$ cat src/rtl/word_to_ast_pkg.sv
// Shared width helpers, lane-order encoding and buffered-entry layout for word_to_ast_stream.
package word_to_ast_pkg;

    typedef enum logic {
        ORDER_LANE0     = 1'b0,
        ORDER_MSB_FIRST = 1'b1
    } ast_order_e;

    localparam int DEF_BYTE_W        = 8;
    localparam int DEF_MAX_SYMBOLS   = 6;
    localparam int DEF_LEN_W         = $clog2(DEF_MAX_SYMBOLS + 1);

    function automatic int len_w(input int max_symbols);
        return $clog2(max_symbols + 1);
    endfunction

    function automatic int empty_w(input int symbols);
        return (symbols > 1) ? $clog2(symbols) : 1;
    endfunction

    function automatic int beat_count(input int len, input int symbols);
        return (len + symbols - 1) / symbols;
    endfunction

    function automatic int beat_w(input int max_symbols, input int symbols);
        int nb;
        nb = beat_count(max_symbols, symbols);
        return (nb > 1) ? $clog2(nb) : 1;
    endfunction

    // Entry layout at the default geometry; the top rebuilds the same {data, len} shape at its own parameters.
    typedef struct packed {
        logic [DEF_MAX_SYMBOLS*DEF_BYTE_W-1:0] data;
        logic [DEF_LEN_W-1:0]                 len;
    } word_entry_t;

endpackage

$ cat src/rtl/word_to_ast_stream_if.sv
// Avalon-ST style source bus: symbols, valid/ready, packet delimiters and empty count.
interface word_to_ast_stream_if #(
    parameter int BYTE_W  = 8,
    parameter int SYMBOLS = 4,
    parameter int EMPTY_W = 2
);
    logic [SYMBOLS*BYTE_W-1:0] data;
    logic                      valid;
    logic                      ready;
    logic                      startofpacket;
    logic                      endofpacket;
    logic [EMPTY_W-1:0]        empty;

    modport source (output data, valid, startofpacket, endofpacket, empty, input ready);
    modport sink   (input data, valid, startofpacket, endofpacket, empty, output ready);
endinterface

$ cat src/rtl/word_to_ast_fifo.sv
// Sync FIFO with combinational head read; write visible at the head one cycle later.
// Full/empty derive from a registered count; simultaneous read and write keeps occupancy.
module word_to_ast_fifo #(
    parameter int WIDTH = 8,
    parameter int DEPTH = 4
) (
    input  logic             clk_i,
    input  logic             arst_n_i,
    input  logic             wr_en_i,
    input  logic [WIDTH-1:0] wr_data_i,
    input  logic             rd_en_i,
    output logic [WIDTH-1:0] rd_data_o,
    output logic             full_o,
    output logic             empty_o
);
    localparam int AW = (DEPTH > 1) ? $clog2(DEPTH) : 1;

    logic [WIDTH-1:0] mem_q [DEPTH];
    logic [AW-1:0]    wr_ptr_q, rd_ptr_q;
    logic [AW:0]      cnt_q, cnt_d;
    logic             wr_ok, rd_ok;

    assign full_o    = (cnt_q == DEPTH[AW:0]);
    assign empty_o   = (cnt_q == '0);
    assign wr_ok     = wr_en_i && !full_o;
    assign rd_ok     = rd_en_i && !empty_o;
    assign rd_data_o = mem_q[rd_ptr_q];

    always_comb begin
        cnt_d = cnt_q;
        case ({wr_ok, rd_ok})
            2'b10:   cnt_d = cnt_q + 1'b1;
            2'b01:   cnt_d = cnt_q - 1'b1;
            default: cnt_d = cnt_q;
        endcase
    end

    always_ff @(posedge clk_i) begin
        if (wr_ok) mem_q[wr_ptr_q] <= wr_data_i;
    end

    always_ff @(posedge clk_i or negedge arst_n_i) begin
        if (!arst_n_i) begin
            wr_ptr_q <= '0;
            rd_ptr_q <= '0;
            cnt_q    <= '0;
        end else begin
            if (wr_ok) wr_ptr_q <= wr_ptr_q + 1'b1;
            if (rd_ok) rd_ptr_q <= rd_ptr_q + 1'b1;
            cnt_q <= cnt_d;
        end
    end

endmodule

$ cat src/rtl/word_to_ast_stream.sv
// Buffers words and streams each as one AST packet; first beat valid the cycle after accept, ready_o = buffer not full.
// Outputs hold while the sink stalls. WORD_TO_AST_LEN_CHECK_EN drops and counts illegal lengths instead of clamping.
module word_to_ast_stream
    import word_to_ast_pkg::*;
#(
    parameter int  BYTE_W             = 8,
    parameter int  MAX_DATA_SYMBOLS   = 6,
    parameter int  AST_SOURCE_SYMBOLS = 4,
    parameter int  AST_SOURCE_ORDER   = 1,
    parameter int  BUF_DEPTH          = 4,
    localparam int LEN_W              = len_w(MAX_DATA_SYMBOLS),
    localparam int EMPTY_W            = empty_w(AST_SOURCE_SYMBOLS)
) (
    input  logic                             clk_i,
    input  logic                             arst_n_i,
    input  logic [MAX_DATA_SYMBOLS*BYTE_W-1:0] data_i,
    input  logic [LEN_W-1:0]                 data_len_i,
    input  logic                             data_valid_i,
    output logic                             ready_o,
    word_to_ast_stream_if.source             ast_source,
    output logic [15:0]                      err_cnt_o
);
    localparam int S         = AST_SOURCE_SYMBOLS;
    localparam int DATA_W    = MAX_DATA_SYMBOLS * BYTE_W;
    localparam int LANE_W    = S * BYTE_W;
    localparam int MAX_BEATS = beat_count(MAX_DATA_SYMBOLS, S);
    localparam int BEAT_W    = beat_w(MAX_DATA_SYMBOLS, S);
    localparam int PAD_W     = MAX_BEATS * LANE_W;
    localparam ast_order_e ORDER = ast_order_e'(AST_SOURCE_ORDER[0]);

    typedef struct packed {
        logic [DATA_W-1:0] data;
        logic [LEN_W-1:0]  len;
    } entry_t;

    entry_t             wr_entry, head;
    logic               accept, push, pop, len_legal;
    logic               fifo_full, fifo_empty, rdy_en_q;
    logic               src_vld, src_hs, last_beat;
    logic [BEAT_W-1:0]  beat_q, beat_d;
    logic [PAD_W-1:0]   head_shifted;
    logic [LANE_W-1:0]  lanes;
    logic [EMPTY_W-1:0] empty_val;
    int                 nbeats;

    assign len_legal = (data_len_i != '0) && (int'(data_len_i) <= MAX_DATA_SYMBOLS);
    assign accept    = data_valid_i && ready_o;
    assign ready_o   = rdy_en_q && !fifo_full;
    assign wr_entry.data = data_i;

`ifdef WORD_TO_AST_LEN_CHECK_EN
    logic [15:0] err_cnt_q, err_cnt_d;

    assign push          = accept && len_legal;
    assign wr_entry.len  = data_len_i;
    assign err_cnt_o     = err_cnt_q;

    always_comb begin
        err_cnt_d = err_cnt_q;
        if (accept && !len_legal && err_cnt_q != 16'hFFFF) err_cnt_d = err_cnt_q + 16'd1;
    end

    always_ff @(posedge clk_i or negedge arst_n_i) begin
        if (!arst_n_i) err_cnt_q <= '0;
        else           err_cnt_q <= err_cnt_d;
    end
`else
    assign push          = accept;
    assign wr_entry.len  = len_legal ? data_len_i : LEN_W'(MAX_DATA_SYMBOLS);
    assign err_cnt_o     = '0;
`endif

    word_to_ast_fifo #(
        .WIDTH ($bits(entry_t)),
        .DEPTH (BUF_DEPTH)
    ) u_fifo (
        .clk_i     (clk_i),
        .arst_n_i  (arst_n_i),
        .wr_en_i   (push),
        .wr_data_i (wr_entry),
        .rd_en_i   (pop),
        .rd_data_o (head),
        .full_o    (fifo_full),
        .empty_o   (fifo_empty)
    );

    assign src_vld = !fifo_empty;
    assign src_hs  = src_vld && ast_source.ready;
    assign pop     = src_hs && last_beat;

    always_comb begin
        nbeats       = beat_count(int'(head.len), S);
        last_beat    = (int'(beat_q) == nbeats - 1);
        empty_val    = last_beat ? EMPTY_W'(nbeats * S - int'(head.len)) : '0;
        head_shifted = PAD_W'(head.data) >> (int'(beat_q) * LANE_W);
        lanes        = '0;
        // Symbols past the word length stay zero even though the buffer holds stale bytes there.
        for (int j = 0; j < S; j++) begin
            if (int'(beat_q) * S + j < int'(head.len)) begin
                if (ORDER == ORDER_MSB_FIRST)
                    lanes[(S-1-j)*BYTE_W +: BYTE_W] = head_shifted[j*BYTE_W +: BYTE_W];
                else
                    lanes[j*BYTE_W +: BYTE_W] = head_shifted[j*BYTE_W +: BYTE_W];
            end
        end
    end

    always_comb begin
        beat_d = beat_q;
        if (src_hs) beat_d = last_beat ? '0 : beat_q + 1'b1;
    end

    always_ff @(posedge clk_i or negedge arst_n_i) begin
        if (!arst_n_i) begin
            beat_q   <= '0;
            rdy_en_q <= 1'b0;
        end else begin
            beat_q   <= beat_d;
            rdy_en_q <= 1'b1;
        end
    end

    // Everything is gated by valid so reset and an empty buffer present an all-zero bus.
    assign ast_source.valid         = src_vld;
    assign ast_source.data          = src_vld ? lanes : '0;
    assign ast_source.startofpacket = src_vld && (beat_q == '0);
    assign ast_source.endofpacket   = src_vld && last_beat;
    assign ast_source.empty         = src_vld ? empty_val : '0;

endmodule

$ cat src/flat_wrapper.sv
// flat-port wrapper written by rule: the top's interface ports become plain ports
module word_to_ast_stream_flat import word_to_ast_pkg::*;
#(
    parameter int  BYTE_W             = 8,
    parameter int  MAX_DATA_SYMBOLS   = 6,
    parameter int  AST_SOURCE_SYMBOLS = 4,
    parameter int  AST_SOURCE_ORDER   = 1,
    parameter int  BUF_DEPTH          = 4,
    localparam int LEN_W              = len_w(MAX_DATA_SYMBOLS),
    localparam int EMPTY_W            = empty_w(AST_SOURCE_SYMBOLS)
)
  (clk_i, arst_n_i, data_i, data_len_i, data_valid_i, ready_o, err_cnt_o, ast_source_data, ast_source_valid, ast_source_startofpacket, ast_source_endofpacket, ast_source_empty, ast_source_ready);
  word_to_ast_stream_if #(.BYTE_W(BYTE_W), .SYMBOLS(4), .EMPTY_W(2)) ast_source_i ();
  input  logic clk_i;
  input  logic arst_n_i;
  input  logic [MAX_DATA_SYMBOLS*BYTE_W-1:0] data_i;
  input  logic [LEN_W-1:0] data_len_i;
  input  logic data_valid_i;
  output logic ready_o;
  output logic [15:0] err_cnt_o;
  output wire logic [$bits(ast_source_i.data)-1:0] ast_source_data;
  output wire logic [$bits(ast_source_i.valid)-1:0] ast_source_valid;
  output wire logic [$bits(ast_source_i.startofpacket)-1:0] ast_source_startofpacket;
  output wire logic [$bits(ast_source_i.endofpacket)-1:0] ast_source_endofpacket;
  output wire logic [$bits(ast_source_i.empty)-1:0] ast_source_empty;
  input wire logic [$bits(ast_source_i.ready)-1:0] ast_source_ready;
  assign ast_source_data = ast_source_i.data;
  assign ast_source_valid = ast_source_i.valid;
  assign ast_source_startofpacket = ast_source_i.startofpacket;
  assign ast_source_endofpacket = ast_source_i.endofpacket;
  assign ast_source_empty = ast_source_i.empty;
  assign ast_source_i.ready = ast_source_ready;
  word_to_ast_stream #(.BYTE_W(BYTE_W), .MAX_DATA_SYMBOLS(MAX_DATA_SYMBOLS), .AST_SOURCE_SYMBOLS(AST_SOURCE_SYMBOLS), .AST_SOURCE_ORDER(AST_SOURCE_ORDER), .BUF_DEPTH(BUF_DEPTH)) u_core (.clk_i(clk_i), .arst_n_i(arst_n_i), .data_i(data_i), .data_len_i(data_len_i), .data_valid_i(data_valid_i), .ready_o(ready_o), .ast_source(ast_source_i), .err_cnt_o(err_cnt_o));
endmodule
$ cat config.mk
export PLATFORM = sky130hd
export DESIGN_NAME = word_to_ast_stream_flat
export DESIGN_NICKNAME = d
export VERILOG_FILES = /design/src/rtl/word_to_ast_pkg.sv /design/src/rtl/word_to_ast_stream_if.sv /design/src/rtl/word_to_ast_fifo.sv /design/src/rtl/word_to_ast_stream.sv /design/src/flat_wrapper.sv
export SDC_FILE = /design/constraint.sdc
export NUM_CORES = 1
export LEC_CHECK = 0
export BUFFER_PORTS_ARGS = -buffer_cell sky130_fd_sc_hd__buf_2
export CORE_ASPECT_RATIO = 1.25
export CORE_UTILIZATION = 40
export DETAILED_ROUTE_END_ITERATION = 10
export GPL_TIMING_DRIVEN = 0
export MAX_ROUTING_LAYER = met4
export PLACE_DENSITY = 0.7
export SETUP_SLACK_MARGIN = 0.02
export SYNTH_ARGS = -nofsm -noshare
export SYNTH_HDL_FRONTEND = slang
export SYNTH_SLANG_ARGS = --single-unit
$ cat constraint.sdc
create_clock -name clk_i -period 5.2 [get_ports clk_i]
set_input_delay 0.26 -clock clk_i [delete_from_list [all_inputs] [get_ports clk_i]]
set_output_delay 0.26 -clock clk_i [all_outputs]
set_load 0.02 [all_outputs]
After elaboration in Yosys (flattened, before gate mapping)
Memories as Yosys holds them, arrays and structs flattened.
Cells that the tools add are included.

cells by class
  add/subtract/negate cells = 13
  $lt $le $gt $ge = 5
  eq/ne operators = 4
  shifts and indexed selects = 1
  multiplexer cells = 12
  bitwise operators = 2
  reductions and logical operators = 15

operators with widths
  cell                   number
  $sub 32x2->32 const B  2
  $shr 48x6->32          1
  $add 32x1->32          1
  $eq 2x32->1            1
  $mux 32                1
  $mux 8                 3
  $mux 16                1
  $lt 4x3->1             3
  $logic_and 1x1->1      9
  $add 3x2->4 const B    2
  $pmux 3 s2             1
  $add 2x1->2 const B    2
  $add 3x1->4 const B    1
  $add 3x3->4 const B    1
  $mux 2                 2
  $add 3x1->3 const B    1
  $eq 3x3->1 const B     1
  $le 3x3->1 const B     1
  $logic_not 3->1        1
  $lt 3x3->1             1
  $mux 1                 3
  $mux 3                 1
  $reduce_bool 3->1      1
  $sub 3x1->3 const B    1
  other kinds (9)        10

storage, ports and cells
  register bits = 9
  bits in writable memories = 204
  input bits = 55
  output and inout bits = 54
  logic and storage cells = 58
  memories kept = 1

memory list
  name                 words  bits a word  rd ports  clocked after memory_dff  wr ports  line                    source
  u_core.u_fifo.mem_q  4      51           1         0                         1         word_to_ast_fifo.sv:18  logic [WIDTH-1:0] mem_q [DEPTH];

Depth between registers and ports, before layout
An unclocked memory read counts as a cell.

  depth after elaboration = 12
  gate-level depth with buffers = 15
  gate-level depth less buffers = 14

Cells and area by module
A second synthesis with hierarchy kept.

second synthesis, totals
  cells, all modules = 406
  area total of the unflattened synthesis = 8553.2 sq um

modules (own cells, without submodules)
  module              instances  cells each  area an instance (sq um)  seq. area each (sq um)
  word_to_ast_fifo    1          305         7776.2                    6301.0
  word_to_ast_stream  1          101         777.0                     50.0

Least setup slack after synthesis
No wires, ideal clock.

  path type = reg2reg
  start point = reg u_core.u_fifo.rd_ptr_q[0]
  end point = reg u_core.u_fifo.cnt_q[2]
  library setup time = 0.079 ns
  arrival time = 3.305 ns
  data required time = 5.121 ns
  setup slack = 1.816 ns
  stages on the path, launching flop included = 16
  buffers on the path = 1
  clock period less this slack = 3.384 ns
  cells stage by stage = dfrtp_1 buf_4 mux4_2 inv_1 ha_1 xor2_1 ha_1 ha_1 nand3b_1 a211oi_2 ha_1 inv_1 fa_1 xor2_1 nor2_1 xor2_1

between the ends
  cells in the longest elaborated chain, start to end = 12
  elaborated cells between the ends (all ways) = 14
  those cells by class = 4 x add/sub; 3 x eq/ne; 1 x mux; 1 x bitwise; 4 x reduce/logical; 1 x memory

RTL lines
  item                                             line                      source
  start, declared                                  word_to_ast_fifo.sv:19    logic [AW-1:0] wr_ptr_q, rd_ptr_q;
  start signal, assigned                           word_to_ast_fifo.sv:49    if (rd_ok) rd_ptr_q <= rd_ptr_q + 1'b1;
  $mem_v2 4x51 (*)                                 -
  $add 3x3->4 (*)                                  word_to_ast_pkg.sv:22     return (len + symbols - 1) / symbols;
  $sub 32x2->32 (*)                                word_to_ast_pkg.sv:22
  $reduce_or 2->1 (no line)                        -
  $and 1x1->1 (no line)                            -
  $add 32x1->32 (no line) (*)                      -
  $sub 32x2->32 (*)                                word_to_ast_stream.sv:93  last_beat = (int'(beat_q) == nbeats - 1);
  $eq 2x32->1 (*)                                  word_to_ast_stream.sv:93
  $logic_and 1x1->1 (*)                            word_to_ast_stream.sv:89  assign pop = src_hs && last_beat;
  $logic_and 1x1->1 (*)                            word_to_ast_fifo.sv:26    assign rd_ok = rd_en_i && !empty_o;
  net u_core.u_fifo.rd_ok                          word_to_ast_fifo.sv:21    logic wr_ok, rd_ok;
  $eq 2x1->1 or $eq 2x2->1 (tied branches)         word_to_ast_fifo.sv:31    case ({wr_ok, rd_ok})
  $pmux 3 s2 or $reduce_bool 2->1 (tied branches)  -
  end signal, assigned                             word_to_ast_fifo.sv:50    cnt_q <= cnt_d;
  end, declared                                    word_to_ast_fifo.sv:20    logic [AW:0] cnt_q, cnt_d;

Mark *: on every way through the listed nets, which the timed path passes. The rest lies on a longest branch.
A chain may end at the register's enable or synchronous reset.

Final worst setup path
Ends and elaborated chain as after synthesis.

==> run summary <==
HP Class = in -> reg
fraction of final layout cells with drive strength greater than 1 = 0.3403
ANT nets after route = 0
via count of the routed design = 4453
CTS Root Buffer Type = clkbuf_16
IO buf count = 92
Inst Count DP = 812
FF-to-FF End = u_core.u_fifo.cnt_q[2]
Top Layer Used = met4
Logic pwr share = 0.373
All-Layer GR Usage = 0.1659
final hold violation count = 0
Worst VDD drop = 0.2586 mV
Setup crit start = u_core.u_fifo.rd_ptr_q[0]
Worst-path clk slew = 60 ps
Unique masters post-synth = 33
area share of the largest cell type after synthesis = 0.7197
Sink Count = 213
final instance area = 10610 um2
P_sw = 0.001930 W
sequential share of power = 0.378
top cells by area, synth = edfxtp_1 72%, mux4_2 13%, dfrtp_1 2.6%, buf_4 1.7%, and3_1 1.6%
nets = 678
Finish-stage setup viols = 0
metal3 WL = 771 um
grt ovf = 0
Yosys warnings = 0
CTS resizes = 0
Seq/Total Area, Yosys = 0.7461
Synth Cell Area = 8512 um2
htree depth = 1
die area = 21870 um2
CP endpoint kind = register
Design Power = 0.005706 W
Worst Setup Path Type = reg -> reg
crit path DAT = 4210 ps
CTS buffer count = 22
average cell area after synthesis = 19.98 um2
RSZ-0062 raised after global routing = false
PwrDens = 537.9 nW/um2
status = complete, no violations
internal power = 0.003777 W
worst-path maximum fanout = 7
hold slack = 40.91 ps
HPWL after detailed placement = 11100 um
wire per inst = 18.87 um
Finished Layout Cells = 900
largest area contributor in the netlist = edfxtp_1
TritonRoute pass-1 iters = 4
Post-DP Area = 9460 um2
drt first-iter violations = 324
Rows = 59
number of remaining DRC errors = 0
Total Wirelength = 16990 um
R2R Setup Slk = 1400 ps
first-pass GRT wire length = 26590 um
Clock Tree Buf Depth = 3
CORE AREA = 20820 um2
number of global-route vias before repair = 4848
initial antenna violation count = 0
WL met1 = 6696 um
synthesized flop and latch total = 213
I/O pins = 109
ANT cells = 0
largest net degree at the start of global routing = 34
Starting Density = 0.4089
number of enable flip-flop cells after synthesis = 204
Clk Latency, worst-skew pair = 490 ps
minimum clock period after layout = 3801 ps
sw frac = 0.3382
die height = 165.1 um
max cap viols = 0
cells after synthesis = 426
Setup TNS = 0 ps
clock skew = 11.51 ps
Layout area overhead = 24.64%
DR WL met2 = 9248 um
CTS tree = yes
max_slew headroom = 0.5693
Max Clk Rate = 263.1 MHz
Vias/cell = 4.948
Synth async-reset ratio = 0.04225
Max Slew Vio Count = 0
Worst EP required = 5610 ps
Static Leak = 3.892 nW
gpl congestion = 0.7645
die outline width = 132.5 um
Clk pwr share = 0.250
end of the critical path = u_core.u_fifo.cnt_q[2]
Setup crit start kind = register
R2R Path Start = u_core.u_fifo.rd_ptr_q[0]
final worst-path cycle share = 0.7310
Slew @ Worst Pin = 646.0 ps
Post-CTS Setup Bufs = 0
R2R cell count = 15
main flop type after synthesis = edfxtp_1
[cell usage after synthesis (3+ instances only)]
library cell	count
edfxtp_1	204
mux4_2	51
nand2_1	35
and3_1	22
buf_4	19
a21oi_1	17
inv_1	13
ha_1	11
dfrtp_1	9
clkbuf_1	7
buf_2	5
xor2_1	5
nor2_1	3
xnor2_1	3
[worst max-delay path: stages, from the launching register on]
cell and delay (ps):
dfrtp_1 330, buf_4 180, mux4_2 620, inv_1 90
ha_1 160, xor2_1 70, ha_1 280, ha_1 310
nand3b_1 190, a211oi_2 350, ha_1 250, inv_1 70
fa_1 380, xor2_1 150, nor2_1 110, xor2_1 180
[routing by layer]
metal,GRT usage,up-vias
li1,-,2036
met4,0.04389,0
met2,0.3036,123
met3,0.02259,26
met5,-,-
met1,0.1926,2268
[state kept, by name, indices dropped and copies added (netlist names)]
name / flops
u_core.beat_q: 1
u_core.u_fifo.cnt_q: 3
u_core.u_fifo.wr_ptr_q: 2
u_core.rdy_en_q: 1
u_core.u_fifo.rd_ptr_q: 2
u_core.u_fifo.mem_q: 204
[final cells by class]
class                   count  area [um2]
flip-flops and latches    213        6351
fillers                  1777       10210
well taps                 274       342.8
clock buffers              30       611.8
inverters                  14       52.55
plain buffers              31       193.9
clock inverters             9       46.29
multi-input cells         184        1979
repair buffers            145        1031
[cells in the final DEF (no fill, tap or decap), drive strengths merged, types with 11 or more instances in the layout]
cell type	Yosys	final
mux4	51	51
edfxtp	204	204
buf	24	120
conb	2	18
a21oi	18	18
and3	22	22
clkbuf	7	37
inv	13	13
nand2	35	35
ha	11	11
dlygate4sd3	0	49
[worst min path at each step]
stage	start	to	slack [ps]	cells after the start
finish	ast_source_ready	u_core.beat_q	40	3
global route	ast_source_ready	u_core.beat_q	50	3
CTS	ast_source_ready	u_core.beat_q	20	3
detailed placement	arst_n_i	u_core.u_fifo.cnt_q[0]	130	1
global placement	arst_n_i	u_core.u_fifo.wr_ptr_q[0]	120	1
floorplan	arst_n_i	u_core.beat_q	-40	0
[power by group through the flow]
stage	Clock (W)	Sequential, W	Combinational [W]
2_1_floorplan	0	0.00218	0.00148
5_1_grt	0.00153	0.00217	0.00232
3_5_place_dp	0	0.00219	0.00213
6_report	0.00142	0.00216	0.00213
3_3_place_gp	0	0.00219	0.00207
4_1_cts	0.00146	0.00216	0.00218
[kinds of logic (layout without fill, tap and decap cells)]
kind of cell / count (synthesis) / count (layout) / share of synthesized area
adders and majority gates: 12 / 12 / 0.01852
buffers and inverters: 45 / 229 / 0.02896
other: 2 / 18 / 0.0008823
and+or+nand+nor: 66 / 66 / 0.03719
DFF: 213 / 213 / 0.7461
xor gates and xnor gates: 8 / 8 / 0.008232
muxes: 53 / 53 / 0.1374
AOI/OAI and AO/OA: 27 / 27 / 0.02264
[stage by stage]
step / utilization / setup WS [ps]
final: 0.5096 / 1399
after global routing: 0.5096 / 1244
after CTS: 0.5096 / 1394
after detailed placement: 0.4544 / 1445
after global placement: 0.4504 / 1605
after floorplan: - / 1816
[what timing repair did]
item | in CTS | in global routing
hold buffers | 49 | 0
endpoints found under the setup margin | 0 | 0
endpoints found under the hold margin | 201 | 0
(Power assumes the default switching activity.)
